### src/rtl/switch_ingress_router_pkg.sv
// ----------------------------------------------------------------------------
// switch_pkg
// Shared definitions for the switch ingress router:
//   - sw_rt_state_t : router FSM states
//   - HDR_*         : header byte offsets within a packet (DA, SA, LEN), plus
//                     an extra index marking the payload phase
//   - PORT_ADDR_DEF : default destination address of each output port
//   - packPortAddr  : packs PORT_ADDR_DEF into the flat port_addr bus layout
// No ports (package).
// ----------------------------------------------------------------------------
package switch_pkg;

  typedef enum logic [2:0] {
    ST_IDLE,
    ST_DA_WR,
    ST_SA,
    ST_LEN,
    ST_PAYLOAD,
    ST_DROP
  } sw_rt_state_t;

  // Header position tracker. HDR_BODY is not a real header offset; it marks
  // that the header has been consumed and payload bytes are being counted.
  typedef logic [1:0] hdr_idx_t;

  localparam hdr_idx_t HDR_DA   = 2'd0;
  localparam hdr_idx_t HDR_SA   = 2'd1;
  localparam hdr_idx_t HDR_LEN  = 2'd2;
  localparam hdr_idx_t HDR_BODY = 2'd3;

  localparam int DEF_NUM_PORTS = 4;
  localparam int DEF_W_WIDTH   = 8;

  localparam logic [DEF_W_WIDTH-1:0] PORT_ADDR_DEF [DEF_NUM_PORTS] =
    '{8'h10, 8'h20, 8'h30, 8'h40};

  // Port i's address lands at [i*W +: W], matching the router's port_addr bus.
  function automatic logic [DEF_NUM_PORTS*DEF_W_WIDTH-1:0] packPortAddr();
    logic [DEF_NUM_PORTS*DEF_W_WIDTH-1:0] packed_addr;
    packed_addr = '0;
    for (int i = 0; i < DEF_NUM_PORTS; i++) begin
      packed_addr[i*DEF_W_WIDTH +: DEF_W_WIDTH] = PORT_ADDR_DEF[i];
    end
    return packed_addr;
  endfunction

endpackage

### src/rtl/switch_ingress_router_if.sv
// ----------------------------------------------------------------------------
// switch_ingress_router_if
// Byte-stream ingress handshake plus the shared write bus to the per-port
// output FIFOs.
//   in_data    : ingress byte
//   in_valid   : in_data valid
//   in_ready   : byte accepted when in_valid && in_ready
//   fifo_full  : full flag of each output FIFO
//   fifo_wr_en : one-hot-or-zero write strobe per FIFO
//   fifo_data  : shared write data to all FIFOs
// Modports:
//   master : the environment (packet source and FIFOs)
//   slave  : the router
// ----------------------------------------------------------------------------
interface switch_ingress_router_if #(
  parameter int NUM_PORTS = 4,
  parameter int W_WIDTH   = 8
) ();

  logic [W_WIDTH-1:0]   in_data;
  logic                 in_valid;
  logic                 in_ready;
  logic [NUM_PORTS-1:0] fifo_full;
  logic [NUM_PORTS-1:0] fifo_wr_en;
  logic [W_WIDTH-1:0]   fifo_data;

  modport master (
    output in_data,
    output in_valid,
    output fifo_full,
    input  in_ready,
    input  fifo_wr_en,
    input  fifo_data
  );

  modport slave (
    input  in_data,
    input  in_valid,
    input  fifo_full,
    output in_ready,
    output fifo_wr_en,
    output fifo_data
  );

endinterface

### src/rtl/switch_ingress_router_addr_match.sv
// ----------------------------------------------------------------------------
// switch_addr_match
// Compares a destination address against every port address and returns the
// lowest-numbered matching port.
//   da_i        : destination address byte under test
//   port_addr_i : flat port addresses, port i at [i*W_WIDTH +: W_WIDTH]
//   match_o     : at least one port address equals da_i
//   sel_o       : index of the lowest matching port (0 when no match)
// Purely combinational.
// ----------------------------------------------------------------------------
module switch_addr_match
  import switch_pkg::*;
#(
  parameter int NUM_PORTS = 4,
  parameter int W_WIDTH   = 8,
  parameter int SEL_WIDTH = (NUM_PORTS > 1) ? $clog2(NUM_PORTS) : 1
) (
  input  logic [W_WIDTH-1:0]           da_i,
  input  logic [NUM_PORTS*W_WIDTH-1:0] port_addr_i,
  output logic                         match_o,
  output logic [SEL_WIDTH-1:0]         sel_o
);

  // Priority encoder: scanning from the highest port down lets the lowest
  // matching port overwrite any higher one, so duplicated addresses resolve
  // to the smallest index.
  always_comb begin
    match_o = 1'b0;
    sel_o   = '0;
    for (int i = NUM_PORTS - 1; i >= 0; i--) begin
      if (port_addr_i[i*W_WIDTH +: W_WIDTH] == da_i) begin
        match_o = 1'b1;
        sel_o   = SEL_WIDTH'(i);
      end
    end
  end

endmodule

### src/rtl/switch_ingress_router.sv
// ----------------------------------------------------------------------------
// switch_ingress_router
// Ingress stage of the switch. Takes one byte stream of packets
// (DA, SA, LEN, LEN payload bytes), looks up DA against the port address
// table and writes the whole packet into exactly one output FIFO. Packets
// whose DA matches no port are consumed and dropped.
// Ports:
//   clk       : clock
//   rst_n     : asynchronous active-low reset
//   bus       : ingress handshake and FIFO write bus (slave modport)
//   port_addr : DA of port i at [i*W_WIDTH +: W_WIDTH], static within a packet
//   busy      : high whenever the FSM is not idle
//   fwd_cnt   : saturating count of fully forwarded packets
//   drop_cnt  : saturating count of dropped packets
// ----------------------------------------------------------------------------
module switch_ingress_router
  import switch_pkg::*;
#(
  parameter int NUM_PORTS = 4,
  parameter int W_WIDTH   = 8,
  parameter int CNT_WIDTH = 16
) (
  input  logic                         clk,
  input  logic                         rst_n,
  switch_ingress_router_if.slave       bus,
  input  logic [NUM_PORTS*W_WIDTH-1:0] port_addr,
  output logic                         busy,
  output logic [CNT_WIDTH-1:0]         fwd_cnt,
  output logic [CNT_WIDTH-1:0]         drop_cnt
);

  localparam int SEL_WIDTH = (NUM_PORTS > 1) ? $clog2(NUM_PORTS) : 1;

  sw_rt_state_t         state_q,   state_d;
  logic [SEL_WIDTH-1:0] sel_q,     sel_d;
  logic [W_WIDTH-1:0]   da_q,      da_d;
  logic [W_WIDTH-1:0]   lenCnt_q,  lenCnt_d;
  hdr_idx_t             hdrIdx_q,  hdrIdx_d;
  logic [CNT_WIDTH-1:0] fwdCnt_q;
  logic [CNT_WIDTH-1:0] dropCnt_q;

  logic                 inReady;
  logic                 accept;
  logic [NUM_PORTS-1:0] wrEn;
  logic [W_WIDTH-1:0]   wrData;
  logic                 fwdInc;
  logic                 dropInc;
  logic                 daMatch;
  logic [SEL_WIDTH-1:0] daSel;

  // DA lookup runs straight off the ingress byte so the routing decision is
  // ready in the same cycle the DA is accepted.
  switch_addr_match #(
    .NUM_PORTS (NUM_PORTS),
    .W_WIDTH   (W_WIDTH),
    .SEL_WIDTH (SEL_WIDTH)
  ) u_addr_match (
    .da_i        (bus.in_data),
    .port_addr_i (port_addr),
    .match_o     (daMatch),
    .sel_o       (daSel)
  );

  // Ready generation. IDLE and DROP never stall. DA_WR is the bubble cycle
  // in which the registered DA goes out, so no new byte can be taken. While
  // passing bytes through, readiness simply mirrors the selected FIFO so a
  // full FIFO backpressures the stream instead of losing data.
  always_comb begin
    inReady = 1'b0;
    unique case (state_q)
      ST_IDLE:    inReady = 1'b1;
      ST_DROP:    inReady = 1'b1;
      ST_DA_WR:   inReady = 1'b0;
      ST_SA,
      ST_LEN,
      ST_PAYLOAD: inReady = !bus.fifo_full[sel_q];
      default:    inReady = 1'b0;
    endcase
  end

  assign accept = bus.in_valid && inReady;

  // Next-state and write-bus logic. Every branch only acts on an accepted
  // byte (except DA_WR, which waits on FIFO space), so a low in_valid holds
  // state, length and port selection untouched. fifo_data is forced to zero
  // whenever no strobe is raised.
  always_comb begin
    state_d  = state_q;
    sel_d    = sel_q;
    da_d     = da_q;
    lenCnt_d = lenCnt_q;
    hdrIdx_d = hdrIdx_q;
    wrEn     = '0;
    wrData   = '0;
    fwdInc   = 1'b0;
    dropInc  = 1'b0;

    unique case (state_q)
      ST_IDLE: begin
        if (accept) begin
          da_d     = bus.in_data;
          sel_d    = daSel;
          hdrIdx_d = HDR_SA;
          state_d  = daMatch ? ST_DA_WR : ST_DROP;
        end
      end

      ST_DA_WR: begin
        if (!bus.fifo_full[sel_q]) begin
          wrEn[sel_q] = 1'b1;
          wrData      = da_q;
          state_d     = ST_SA;
        end
      end

      ST_SA: begin
        if (accept) begin
          wrEn[sel_q] = 1'b1;
          wrData      = bus.in_data;
          state_d     = ST_LEN;
        end
      end

      ST_LEN: begin
        if (accept) begin
          wrEn[sel_q] = 1'b1;
          wrData      = bus.in_data;
          lenCnt_d    = bus.in_data;
          if (bus.in_data == '0) begin
            state_d = ST_IDLE;
            fwdInc  = 1'b1;
          end else begin
            state_d = ST_PAYLOAD;
          end
        end
      end

      ST_PAYLOAD: begin
        if (accept) begin
          wrEn[sel_q] = 1'b1;
          wrData      = bus.in_data;
          lenCnt_d    = lenCnt_q - W_WIDTH'(1);
          if (lenCnt_q == W_WIDTH'(1)) begin
            state_d = ST_IDLE;
            fwdInc  = 1'b1;
          end
        end
      end

      ST_DROP: begin
        if (accept) begin
          unique case (hdrIdx_q)
            HDR_SA: begin
              hdrIdx_d = HDR_LEN;
            end
            HDR_LEN: begin
              lenCnt_d = bus.in_data;
              if (bus.in_data == '0) begin
                state_d = ST_IDLE;
                dropInc = 1'b1;
              end else begin
                hdrIdx_d = HDR_BODY;
              end
            end
            default: begin
              lenCnt_d = lenCnt_q - W_WIDTH'(1);
              if (lenCnt_q == W_WIDTH'(1)) begin
                state_d = ST_IDLE;
                dropInc = 1'b1;
              end
            end
          endcase
        end
      end

      default: begin
        state_d = ST_IDLE;
      end
    endcase
  end

  // State and datapath registers. Reset may land mid-packet; whatever was
  // already written to a FIFO is left for the FIFO side to discard.
  always_ff @(posedge clk or negedge rst_n) begin
    if (!rst_n) begin
      state_q  <= ST_IDLE;
      sel_q    <= '0;
      da_q     <= '0;
      lenCnt_q <= '0;
      hdrIdx_q <= HDR_DA;
    end else begin
      state_q  <= state_d;
      sel_q    <= sel_d;
      da_q     <= da_d;
      lenCnt_q <= lenCnt_d;
      hdrIdx_q <= hdrIdx_d;
    end
  end

  // Packet counters hold at all-ones rather than wrapping, so a long run
  // never makes the statistics look smaller than they are.
  always_ff @(posedge clk or negedge rst_n) begin
    if (!rst_n) begin
      fwdCnt_q  <= '0;
      dropCnt_q <= '0;
    end else begin
      if (fwdInc && (fwdCnt_q != {CNT_WIDTH{1'b1}})) begin
        fwdCnt_q <= fwdCnt_q + CNT_WIDTH'(1);
      end
      if (dropInc && (dropCnt_q != {CNT_WIDTH{1'b1}})) begin
        dropCnt_q <= dropCnt_q + CNT_WIDTH'(1);
      end
    end
  end

  assign bus.in_ready   = inReady;
  assign bus.fifo_wr_en = wrEn;
  assign bus.fifo_data  = wrData;
  assign busy           = (state_q != ST_IDLE);
  assign fwd_cnt        = fwdCnt_q;
  assign drop_cnt       = dropCnt_q;

endmodule

### src/flat_wrapper.sv
// flat-port wrapper written by rule: the top's interface ports become plain ports
module switch_ingress_router_flat import switch_pkg::*;
#(
  parameter int NUM_PORTS = 4,
  parameter int W_WIDTH   = 8,
  parameter int CNT_WIDTH = 16
)
  (clk, rst_n, port_addr, busy, fwd_cnt, drop_cnt, bus_in_data, bus_in_valid, bus_fifo_full, bus_in_ready, bus_fifo_wr_en, bus_fifo_data);
  switch_ingress_router_if #(.NUM_PORTS(NUM_PORTS), .W_WIDTH(W_WIDTH)) bus_i ();
  input  logic clk;
  input  logic rst_n;
  input  logic [NUM_PORTS*W_WIDTH-1:0] port_addr;
  output logic busy;
  output logic [CNT_WIDTH-1:0] fwd_cnt;
  output logic [CNT_WIDTH-1:0] drop_cnt;
  input wire logic [$bits(bus_i.in_data)-1:0] bus_in_data;
  input wire logic [$bits(bus_i.in_valid)-1:0] bus_in_valid;
  input wire logic [$bits(bus_i.fifo_full)-1:0] bus_fifo_full;
  output wire logic [$bits(bus_i.in_ready)-1:0] bus_in_ready;
  output wire logic [$bits(bus_i.fifo_wr_en)-1:0] bus_fifo_wr_en;
  output wire logic [$bits(bus_i.fifo_data)-1:0] bus_fifo_data;
  assign bus_i.in_data = bus_in_data;
  assign bus_i.in_valid = bus_in_valid;
  assign bus_i.fifo_full = bus_fifo_full;
  assign bus_in_ready = bus_i.in_ready;
  assign bus_fifo_wr_en = bus_i.fifo_wr_en;
  assign bus_fifo_data = bus_i.fifo_data;
  switch_ingress_router #(.NUM_PORTS(NUM_PORTS), .W_WIDTH(W_WIDTH), .CNT_WIDTH(CNT_WIDTH)) u_core (.clk(clk), .rst_n(rst_n), .bus(bus_i), .port_addr(port_addr), .busy(busy), .fwd_cnt(fwd_cnt), .drop_cnt(drop_cnt));
endmodule
### config.mk
export PLATFORM = sky130hd
export DESIGN_NAME = switch_ingress_router_flat
export DESIGN_NICKNAME = d
export VERILOG_FILES = /design/src/rtl/switch_ingress_router_pkg.sv /design/src/rtl/switch_ingress_router_if.sv /design/src/rtl/switch_ingress_router_addr_match.sv /design/src/rtl/switch_ingress_router.sv /design/src/flat_wrapper.sv
export SDC_FILE = /design/constraint.sdc
export NUM_CORES = 1
export LEC_CHECK = 0
export BUFFER_PORTS_ARGS = -buffer_cell sky130_fd_sc_hd__clkbuf_2
export CORE_MARGIN = 2
export CORE_UTILIZATION = 30
export DETAILED_ROUTE_END_ITERATION = 8
export PLACE_DENSITY = 0.48
export SLEW_MARGIN = 30
export SYNTH_ARGS = -nofsm -noshare
export SYNTH_HDL_FRONTEND = slang
export SYNTH_SLANG_ARGS = --single-unit
### constraint.sdc
create_clock -name clk -period 5.69 [get_ports clk]
set_clock_uncertainty 0.15 [all_clocks]
set_input_delay 0.2845 -clock clk [delete_from_list [all_inputs] [get_ports clk]]
set_output_delay 0.2845 -clock clk [all_outputs]
set_load 0.03 [all_outputs]
==> results of run 1 <==
[power by group through the flow]
stage,registers [mW],clock network (mW),logic (mW)
CTS,0.563,0.327,0.648
detailed placement,0.571,0,0.646
global route,0.581,0.341,0.708
global placement,0.569,0,0.640
floorplan,0.535,0,0.516
finish,0.565,0.312,0.643
[layer usage]
| metal | share of wire, % | up-vias | global-route usage [%] | wire [µm] |
|---|---|---|---|---|
| li1 | - | 1458 | - | - |
| met1 | 48 | 1394 | 18.70 | 4053 |
| met2 | 46 | 81 | 22.00 | 3872 |
| met3 | 5.7 | 7 | 2.916 | 483 |
| met4 | 0.76 | 0 | 2.439 | 64 |
| met5 | 0 | - | 0 | 0 |
[layout by cell type, fill, tap and decap left out, types with 3 or more instances in the layout]
cell       instances
nor2b_1            4
clkbuf_2          92
inv_1              9
nor3_1             8
mux2_2            12
nand2_1           34
nand2b_1           4
ha_1               6
nor4_4             5
or3_1              3
xor2_1            24
nor2_1            20
nor3b_1            4
and3_1             6
nand3_1           14
xnor2_1           37
a21oi_1           17
nand4_1           15
a22o_1             8
clkbuf_16          5
nor4_1             5
o21ai_0           14
dfrtp_1           55
[how the worst max path moves through the flow]
stage                             end  depth (start not counted)
floorplan           bus_fifo_wr_en[1]                          7
global placement    bus_fifo_wr_en[1]                          7
detailed placement  bus_fifo_wr_en[2]                          7
CTS                 bus_fifo_wr_en[2]                          7
global route        bus_fifo_wr_en[2]                          7
finish              bus_fifo_wr_en[2]                          7
[metrics by stage]
stage	worst slack, ns	instance area [µm²]
2_1_floorplan	2.722	3541
3_3_place_gp	2.986	4089
5_1_grt	2.436	4238
4_1_cts	2.566	4238
3_5_place_dp	2.898	4089
6_report	2.605	4238
[final cells by class]
cell class | count | area, µm²
fill | 1175 | 7229
multi-input combinational | 280 | 2024
sequential | 55 | 1376
timing repair buffer | 94 | 475.5
tap | 143 | 178.9
clock buffer | 5 | 125.1
inverter | 9 | 33.78
clock inverter | 3 | 23.77
[cell families after synthesis]
group,synth area share [%]
XOR/XNOR,15.09
adder cells (fa/ha/maj),2.403
AND/OR/NAND/NOR,23.04
multiplexers,5.442
flip-flops,38.87
buffers and inverters,3.957
AO/OA/AOI/OAI,11.20
[worst max-delay path, delay by kind of cell, from the launching register on]
family,cells,cell delay [ns]
flip-flops,1,0.46
AO/OA/AOI/OAI,1,0.12
AND/OR/NAND/NOR,4,0.96
multiplexers,1,0.58
buffers and inverters,1,0.24
[state kept, by name, indices dropped and copies added (netlist names)]
register,count
u_core.lenCnt_q,8
u_core.hdrIdx_q,2
u_core.da_q,8
u_core.drop_cnt,16
u_core.fwd_cnt,16
u_core.state_q,3
u_core.sel_q,2
==> results.yml, run 1 <==
status:
  run_status: "finished, violations left"
  failed_checks: "hold timing"
timing:
  fin_crit_sh_pct: 54.22
  final.min_clock_period_ns: 3.085
  rsz0062_at_grt: "false"
  max_freq_mhz: 324.2
  fin_tns_setup_ns: 0
  hold_ws_ns: -0.02980
  slew_headroom_pct: 41.26
  slew_viol_final: 0
  setup_viol: 0
  finalHoldViolCount: 33
  worstMarginPinSlew_ns: 0.8794
logic_synthesis:
  async_flop_share_pct: 100.0
  ys_ff_latch: 55
  synth_edf_count: 0
  synthTopCellsByArea: "dfrtp_1, xnor2_1, xor2_1, mux2_2, nand2_1"
  seq_area_frac_synth_pct: 38.87
  syn_inst: 365
  syn_area_per_cell_um2: 9.701
  synth_area_um2: 3541
  ys_warn_count: 0
  synth.most_common_cell: "dfrtp_1"
  synth_top_flop_cell: "dfrtp_1"
  syn_nets: 418
  synth_top_area_share_pct: 38.87
  synth_top_cell_by_area: "dfrtp_1"
  synth_common_cells: "dfrtp_1, xnor2_1, nand2_1, xor2_1, nor2_1"
  yosys.cell_types.count: 57
clock_tree:
  clockBufferDepth: 2
  cts_htree_levels: 2
  ctsResizeCount: 0
  cts_setup_buffers: 0
  clockRootBuffer: "clkbuf_16"
  insertion_delay_ns: 0.29
  cts_hold_buf: 0
  clkTransAtPathRegs_ns: 0.07
  cts.sinks: 55
  numCtsBuffers: 5
  cts_tree: "done"
place:
  dp_hpwl_um: 6263
  dp_cells: 581
  gp_congestion: 0.7867
  portBuffers: 92
die:
  num_rows: 39
  die-area_um2: 12690
  die-height_um: 112.6
  core_area_um2: 11470
  io_pins: 93
  die_w_um: 112.6
  start_util_pct: 30.88
global_route:
  grt_pass1_wl_um: 14030
  grt.overflow.total: 0
  antenna_found_initial: 0
  grt_use_total_pct: 13.50
  grt_max_degree: 56
  grt_pass1_vias: 2800
power_and_ir_drop:
  seqPwrFrac_pct: 37.2
  p_sw_mw: 0.6347
  p_total_mw: 1.520
  p_clk_share_pct: 20.5
  swShare_pct: 41.75
  p_leak_nw: 1.901
  max-vdd-ir-drop_mv: 0.1444
  combPwrFrac_pct: 42.3
  p_per_area_nw_per_um2: 358.7
  p_int_mw: 0.8855
critical_path:
  r2r_end: "u_core.drop_cnt[11]"
  cp_max_fo: 9
  criticalPathCategory: "reg -> out"
  rrSetupSlack_ns: 3.13
  r2r_start: "u_core.lenCnt_q[3]"
  end_kind: "output pin"
  arrival_ns: 2.65
  crit_chain: "mux4_2 -> o21ai_2 -> nand4_4 -> nor2_2 -> nor2_1 -> nor3b_1 -> clkbuf_2"
  r2r_cells: 6
  cp.required_ns: 5.26
  critPathLaunch: "u_core.sel_q[0]"
  max_stage_delay_ns: 0.58
  start_kind: "flip-flop"
  critPathSlowestCell: "mux4_2"
cells_and_area:
  finalNonFillerCells: 589
  antenna_cells: 0
  area_growth_pct: 19.68
  drive_gt1_share_pct: 28.70
  nNetsFinal: 498
  utilization_pct: 36.96
hold_path:
  hold_path_class: "in -> async"
route:
  vias_per_cell: 4.992
  drtIter0Drc: 196
  routed_wl_um: 8474
  drc: 0
  post_drt_wl_per_cell_um: 14.39
  ant_nets: 0
  drtPass1Iterations: 4
  vias: 2940
flow_run:
  cap_violations: 0
No activity file was read; power rests on OpenSTA's default activity.
==> inputs of run 2 (changes only) <==
--- a/config.mk
+++ b/config.mk
@@ -9,7 +9,7 @@
 export CORE_MARGIN = 2
 export CORE_UTILIZATION = 30
 export DETAILED_ROUTE_END_ITERATION = 8
-export PLACE_DENSITY = 0.48
+export PLACE_DENSITY = 0.5
 export SLEW_MARGIN = 30
 export SYNTH_ARGS = -nofsm -noshare
 export SYNTH_HDL_FRONTEND = slang
==> constraint.sdc (replaced) <==
create_clock -name clk -period 2.64 [get_ports clk]
set_clock_uncertainty 0.15 [all_clocks]
set_input_delay 0.132 -clock clk [delete_from_list [all_inputs] [get_ports clk]]
set_output_delay 0.132 -clock clk [all_outputs]
set_load 0.03 [all_outputs]
==> run 2 against run 1 <==
Against the previous run:
- the flow now finishes without violations
- count of clock-buffer cells in the layout did not move
- global-route usage up 0.82 points
- non-clock buffer count rose by 23
- cell area increased by 5.7%
==> results.yml, run 2 (synthesis gave the netlist of run 1 again) <==
clock_tree:
  clockRootBuffer: "clkbuf_16"
  cts_tree: "done"
  numCtsBuffers: 5
  clkTransAtPathRegs_ns: 0.07
  cts.sinks: 55
  clockBufferDepth: 2
  insertion_delay_ns: 0.29
  cts_htree_levels: 2
hold_path:
  hold_path_class: "in -> async"
die:
  start_util_pct: 30.88
  die_w_um: 112.6
  core_area_um2: 11470
  die-area_um2: 12690
  die-height_um: 112.6
  io_pins: 93
  num_rows: 39
timing:
  fin_crit_sh_pct: 94.57
  setup_ws_ns: 0.1435
  setup_viol: 0
  finalHoldViolCount: 0
  final.min_clock_period_ns: 2.497
  rsz0062_at_grt: "false"
  fin_tns_setup_ns: 0
  max_freq_mhz: 400.6
  worstMarginPinSlew_ns: 0.5056
  slew_viol_final: 0
  slew_headroom_pct: 66.04
cells_and_area:
  utilization_pct: 39.07
  drive_gt1_share_pct: 32.20
  antenna_cells: 0
  final_cell_mix: "clkbuf_2, dfrtp_1, xnor2_1"
  area_growth_pct: 26.54
  layout_commonest_cell: "clkbuf_2"
  nNetsFinal: 521
route:
  drtIter0Drc: 131
  vias: 3019
  vias_per_cell: 4.933
  ant_nets: 0
  post_drt_wl_per_cell_um: 14.53
  routed_wl_um: 8891
  drtPass1Iterations: 4
  drc: 0
power_and_ir_drop:
  swShare_pct: 38.67
  combPwrFrac_pct: 43.6
  seqPwrFrac_pct: 32.6
  p_clk_share_pct: 23.8
  p_total_mw: 3.625
  p_sw_mw: 1.402
  p_per_area_nw_per_um2: 809.0
  p_leak_nw: 2.047
  max-vdd-ir-drop_mv: 0.3667
  p_int_mw: 2.223
flow_run:
  cap_violations: 0
place:
  dp_slack_ns: 0.1942
  gp_congestion: 0.8433
  dp_hpwl_um: 6795
  portBuffers: 92
critical_path:
  r2r_end: "u_core.fwd_cnt[15]"
  arrival_ns: 2.21
  end_kind: "output pin"
  cp_max_fo: 4
  r2r_start: "u_core.lenCnt_q[3]"
  rrSetupSlack_ns: 0.19
  start_kind: "flip-flop"
  criticalPathCategory: "reg -> out"
  cp.required_ns: 2.36
  r2r_cells: 6
global_route:
  grt.overflow.total: 0
  grt_use_total_pct: 14.32
  antenna_found_initial: 0
  grt_max_degree: 33
  grt_pass1_wl_um: 14920
  grt_pass1_vias: 2994
status:
  run_status: "completed"
## run 2: timing repair
| item | in CTS | in global routing |
|---|---|---|
| endpoints found under the hold margin | 55 | 0 |
| hold buffers | 1 | 0 |
| cloned | 0 | 0 |
| setup endpoints to repair | 8 | 9 |
| gates resized for setup | 1 | 4 |
| pin swaps | 1 | 3 |
| setup buffers | 0 | 2 |
## run 2: cell type report
class                   instances  area (µm²)
inverters                       9       33.78
well taps                     143       178.9
multi-input cells             280        2033
clock buffers                   5       125.1
clock inverters                 3       67.56
fillers                      1177        6987
repair buffers                117       665.6
flip-flops and latches         55        1376
## run 2: worst max-delay path by stage
| stage | startpoint | end | slack [ns] | cells after the start |
|---|---|---|---|---|
| after global routing | u_core.sel_q[0] | bus_fifo_wr_en[2] | 0.01 | 7 |
| after detailed placement | u_core.lenCnt_q[3] | u_core.drop_cnt[15] | 0.19 | 6 |
| after CTS | u_core.sel_q[0] | bus_fifo_wr_en[1] | 0.003 | 7 |
| after floorplan | u_core.sel_q[0] | bus_fifo_wr_en[1] | -0.18 | 7 |
| final | u_core.sel_q[0] | bus_fifo_wr_en[1] | 0.14 | 7 |
| after global placement | u_core.lenCnt_q[3] | u_core.drop_cnt[11] | 0.22 | 6 |
## run 2: per-layer routing
metal | global-route usage (%) | vias up | wire length (µm)
met2 | 22.59 | 87 | 4017
met1 | 20.47 | 1423 | 4326
met5 | 0 | - | 0
li1 | - | 1502 | -
met3 | 3.024 | 7 | 475
met4 | 2.683 | 0 | 72
## run 2: stage by stage
step,hold WS (ns),instances,cell area (µm²)
2_1_floorplan,-0.3136,365,3541
3_3_place_gp,-0.2253,601,4239
3_5_place_dp,-0.2268,601,4239
4_1_cts,0.005848,610,4447
5_1_grt,0.007200,612,4481
6_report,0.0005620,612,4481
## run 2: worst max-delay path, cell delays in order (launching register included)
cell and delay [ns]:
dfrtp_1 0.37, mux4_2 0.56, o21ai_2 0.12, nand4_4 0.19, nor2_4 0.19, nor2_1 0.09
nor3b_1 0.19, buf_2 0.23
## run 2: power groups by stage
stage,clock network [mW],registers (mW),logic (mW)
floorplan,0,1.15,1.11
global placement,0,1.19,1.52
detailed placement,0,1.19,1.54
CTS,0.884,1.18,1.56
global route,0.917,1.21,1.75
finish,0.862,1.18,1.58
==> inputs of run 3 (changes only) <==
--- a/config.mk
+++ b/config.mk
@@ -9,8 +9,8 @@
 export CORE_MARGIN = 2
 export CORE_UTILIZATION = 30
 export DETAILED_ROUTE_END_ITERATION = 8
+export HOLD_SLACK_MARGIN = 0.06
 export PLACE_DENSITY = 0.5
-export SLEW_MARGIN = 30
 export SYNTH_ARGS = -nofsm -noshare
 export SYNTH_HDL_FRONTEND = slang
 export SYNTH_SLANG_ARGS = --single-unit
==> run 3 against run 2 <==
Against the previous run:
- final cell count up 0.16%
- global-route usage hardly changed
- die area did not move
- count of clock-buffer cells in the layout unchanged
- combinational power about the same
- clock power about the same
- power about the same
- register-to-register slack hardly changed
- cell area increased by 0.22%
- fmax hardly changed
- setup slack hardly changed
- largest cell class unchanged
==> results.yml, run 3 (synthesis gave the netlist of run 1 again) <==
place:
  gp_congestion: 0.8433
  dp_hpwl_um: 6795
  dp_slack_ns: 0.1942
  portBuffers: 92
critical_path:
  path_buf_inv: 1
  crit_chain: "mux4_2 -> o21ai_2 -> nand4_4 -> nor2_4 -> nor2_1 -> nor3b_1 -> buf_2"
  cp.required_ns: 2.36
  start_kind: "flip-flop"
  critPathTopFamily: "simple AND/OR/NAND/NOR gates"
  criticalPathCategory: "reg -> out"
  cp_max_fo: 4
  arrival_ns: 2.21
  critPathSlowestCell: "mux4_2"
  end_kind: "output pin"
  max_stage_delay_ns: 0.56
route:
  drtIter0Drc: 146
  drtPass1Iterations: 4
  drc: 0
  post_drt_wl_per_cell_um: 14.51
  routed_wl_um: 8892
  vias_per_cell: 4.923
  ant_nets: 0
  vias: 3018
flow_run:
  cap_violations: 0
clock_tree:
  cts.sinks: 55
  insertion_delay_ns: 0.29
  cts_tree: "done"
  cts_htree_levels: 2
  clkTransAtPathRegs_ns: 0.07
  numCtsBuffers: 5
  clockBufferDepth: 2
  clockRootBuffer: "clkbuf_16"
die:
  start_util_pct: 30.88
  die-height_um: 112.6
  die-area_um2: 12690
  die_w_um: 112.6
  num_rows: 39
  core_area_um2: 11470
  io_pins: 93
global_route:
  use_met1_pct: 20.51
  use_met2_pct: 22.59
  grt_pass1_wl_um: 14930
  grt_use_total_pct: 14.33
  use_met3_pct: 3.024
  grt_max_degree: 33
  busiest_layer: "met2"
  grt.overflow.total: 0
  antenna_found_initial: 0
  grt_pass1_vias: 2997
cells_and_area:
  layout_commonest_cell: "clkbuf_2"
  antenna_cells: 0
  area_growth_pct: 26.82
  final_cell_mix: "clkbuf_2, dfrtp_1, xnor2_1"
  drive_gt1_share_pct: 32.13
  num-fill-cells: 1177
  nNetsFinal: 522
timing:
  fin_crit_sh_pct: 94.56
  worstMarginPinSlew_ns: 0.5056
  finalHoldViolCount: 0
  setup_ws_ns: 0.1436
  slew_headroom_pct: 66.04
  rsz0062_at_grt: "false"
  slew_viol_final: 0
  final.min_clock_period_ns: 2.496
  setup_viol: 0
  fin_tns_setup_ns: 0
  max_freq_mhz: 400.6
power_and_ir_drop:
  p_per_area_nw_per_um2: 807.2
  p_leak_nw: 2.051
  max-vdd-ir-drop_mv: 0.3666
status:
  run_status: "completed"
hold_path:
  hold_path_class: "in -> reg"
[run 3: report_power, final]
part | internal (mW) | switching [mW] | leakage (nW)
registers | 1.01 | 0.171 | 0.725
logic | 0.670 | 0.912 | 1.24
clock network | 0.544 | 0.318 | 0.0900
total | 2.22 | 1.40 | 2.05
[run 3: worst paths after layout]
check / end / slack [ns] / startpoint / cells past startpoint
max: bus_fifo_wr_en[1] / 0.14 / u_core.sel_q[0] / 7
min: u_core.lenCnt_q[0] / 0.13 / bus_in_data[0] / 4
max reg2reg: u_core.fwd_cnt[15] / 0.19 / u_core.lenCnt_q[3] / 6
min reg2reg: u_core.fwd_cnt[9] / 0.36 / u_core.fwd_cnt[9] / 1
max in group asynchronous: u_core.drop_cnt[8] / 1.69 / rst_n / 3
min in group asynchronous: u_core.drop_cnt[3] / 0.22 / rst_n / 3
[run 3: tightest hold or removal path: cells and delay by family]
family	cells	cell delay, ns
AND/OR/NAND/NOR	1	0.06
AO/OA/AOI/OAI	1	0.07
buffers and inverters	2	0.27
[run 3: what timing repair did]
action,CTS,global route
pin swaps,1,3
hold endpoints to repair,55,0
hold buffers,2,0
buffers inserted,0,2
resized for setup,1,4
endpoints found under the setup margin,8,9
[run 3: per-stage QoR]
| step | area (µm²) | std cells | total power [mW] | util, % | hold WS (ns) |
|---|---|---|---|---|---|
| after floorplan | 3541 | 365 | 2.267 | - | -0.3136 |
| after global placement | 4239 | 601 | 2.711 | 36.97 | -0.2253 |
| after detailed placement | 4239 | 601 | 2.733 | 36.97 | -0.2268 |
| after CTS | 4457 | 611 | 3.622 | 38.87 | 0.1365 |
| after global routing | 4491 | 613 | 3.882 | 39.16 | 0.1520 |
| final | 4491 | 613 | 3.625 | 39.16 | 0.1329 |
[run 3: cell type report]
type | instances | area, µm² | share of cell area (%)
clock buffers | 5 | 125.1 | 2.786
clock inverters | 3 | 67.56 | 1.505
inverters | 9 | 33.78 | 0.7523
multi-input cells | 280 | 2033 | 45.28
flip-flops and latches | 55 | 1376 | 30.65
well taps | 143 | 178.9 | 3.984
repair buffers | 118 | 675.6 | 15.05
[run 3: metal layers]
metal | share of wire (%) | up-vias
met4 | 0.97 | 0
li1 | - | 1504
met2 | 45 | 90
met1 | 48 | 1415
met3 | 5.5 | 9
met5 | 0 | -
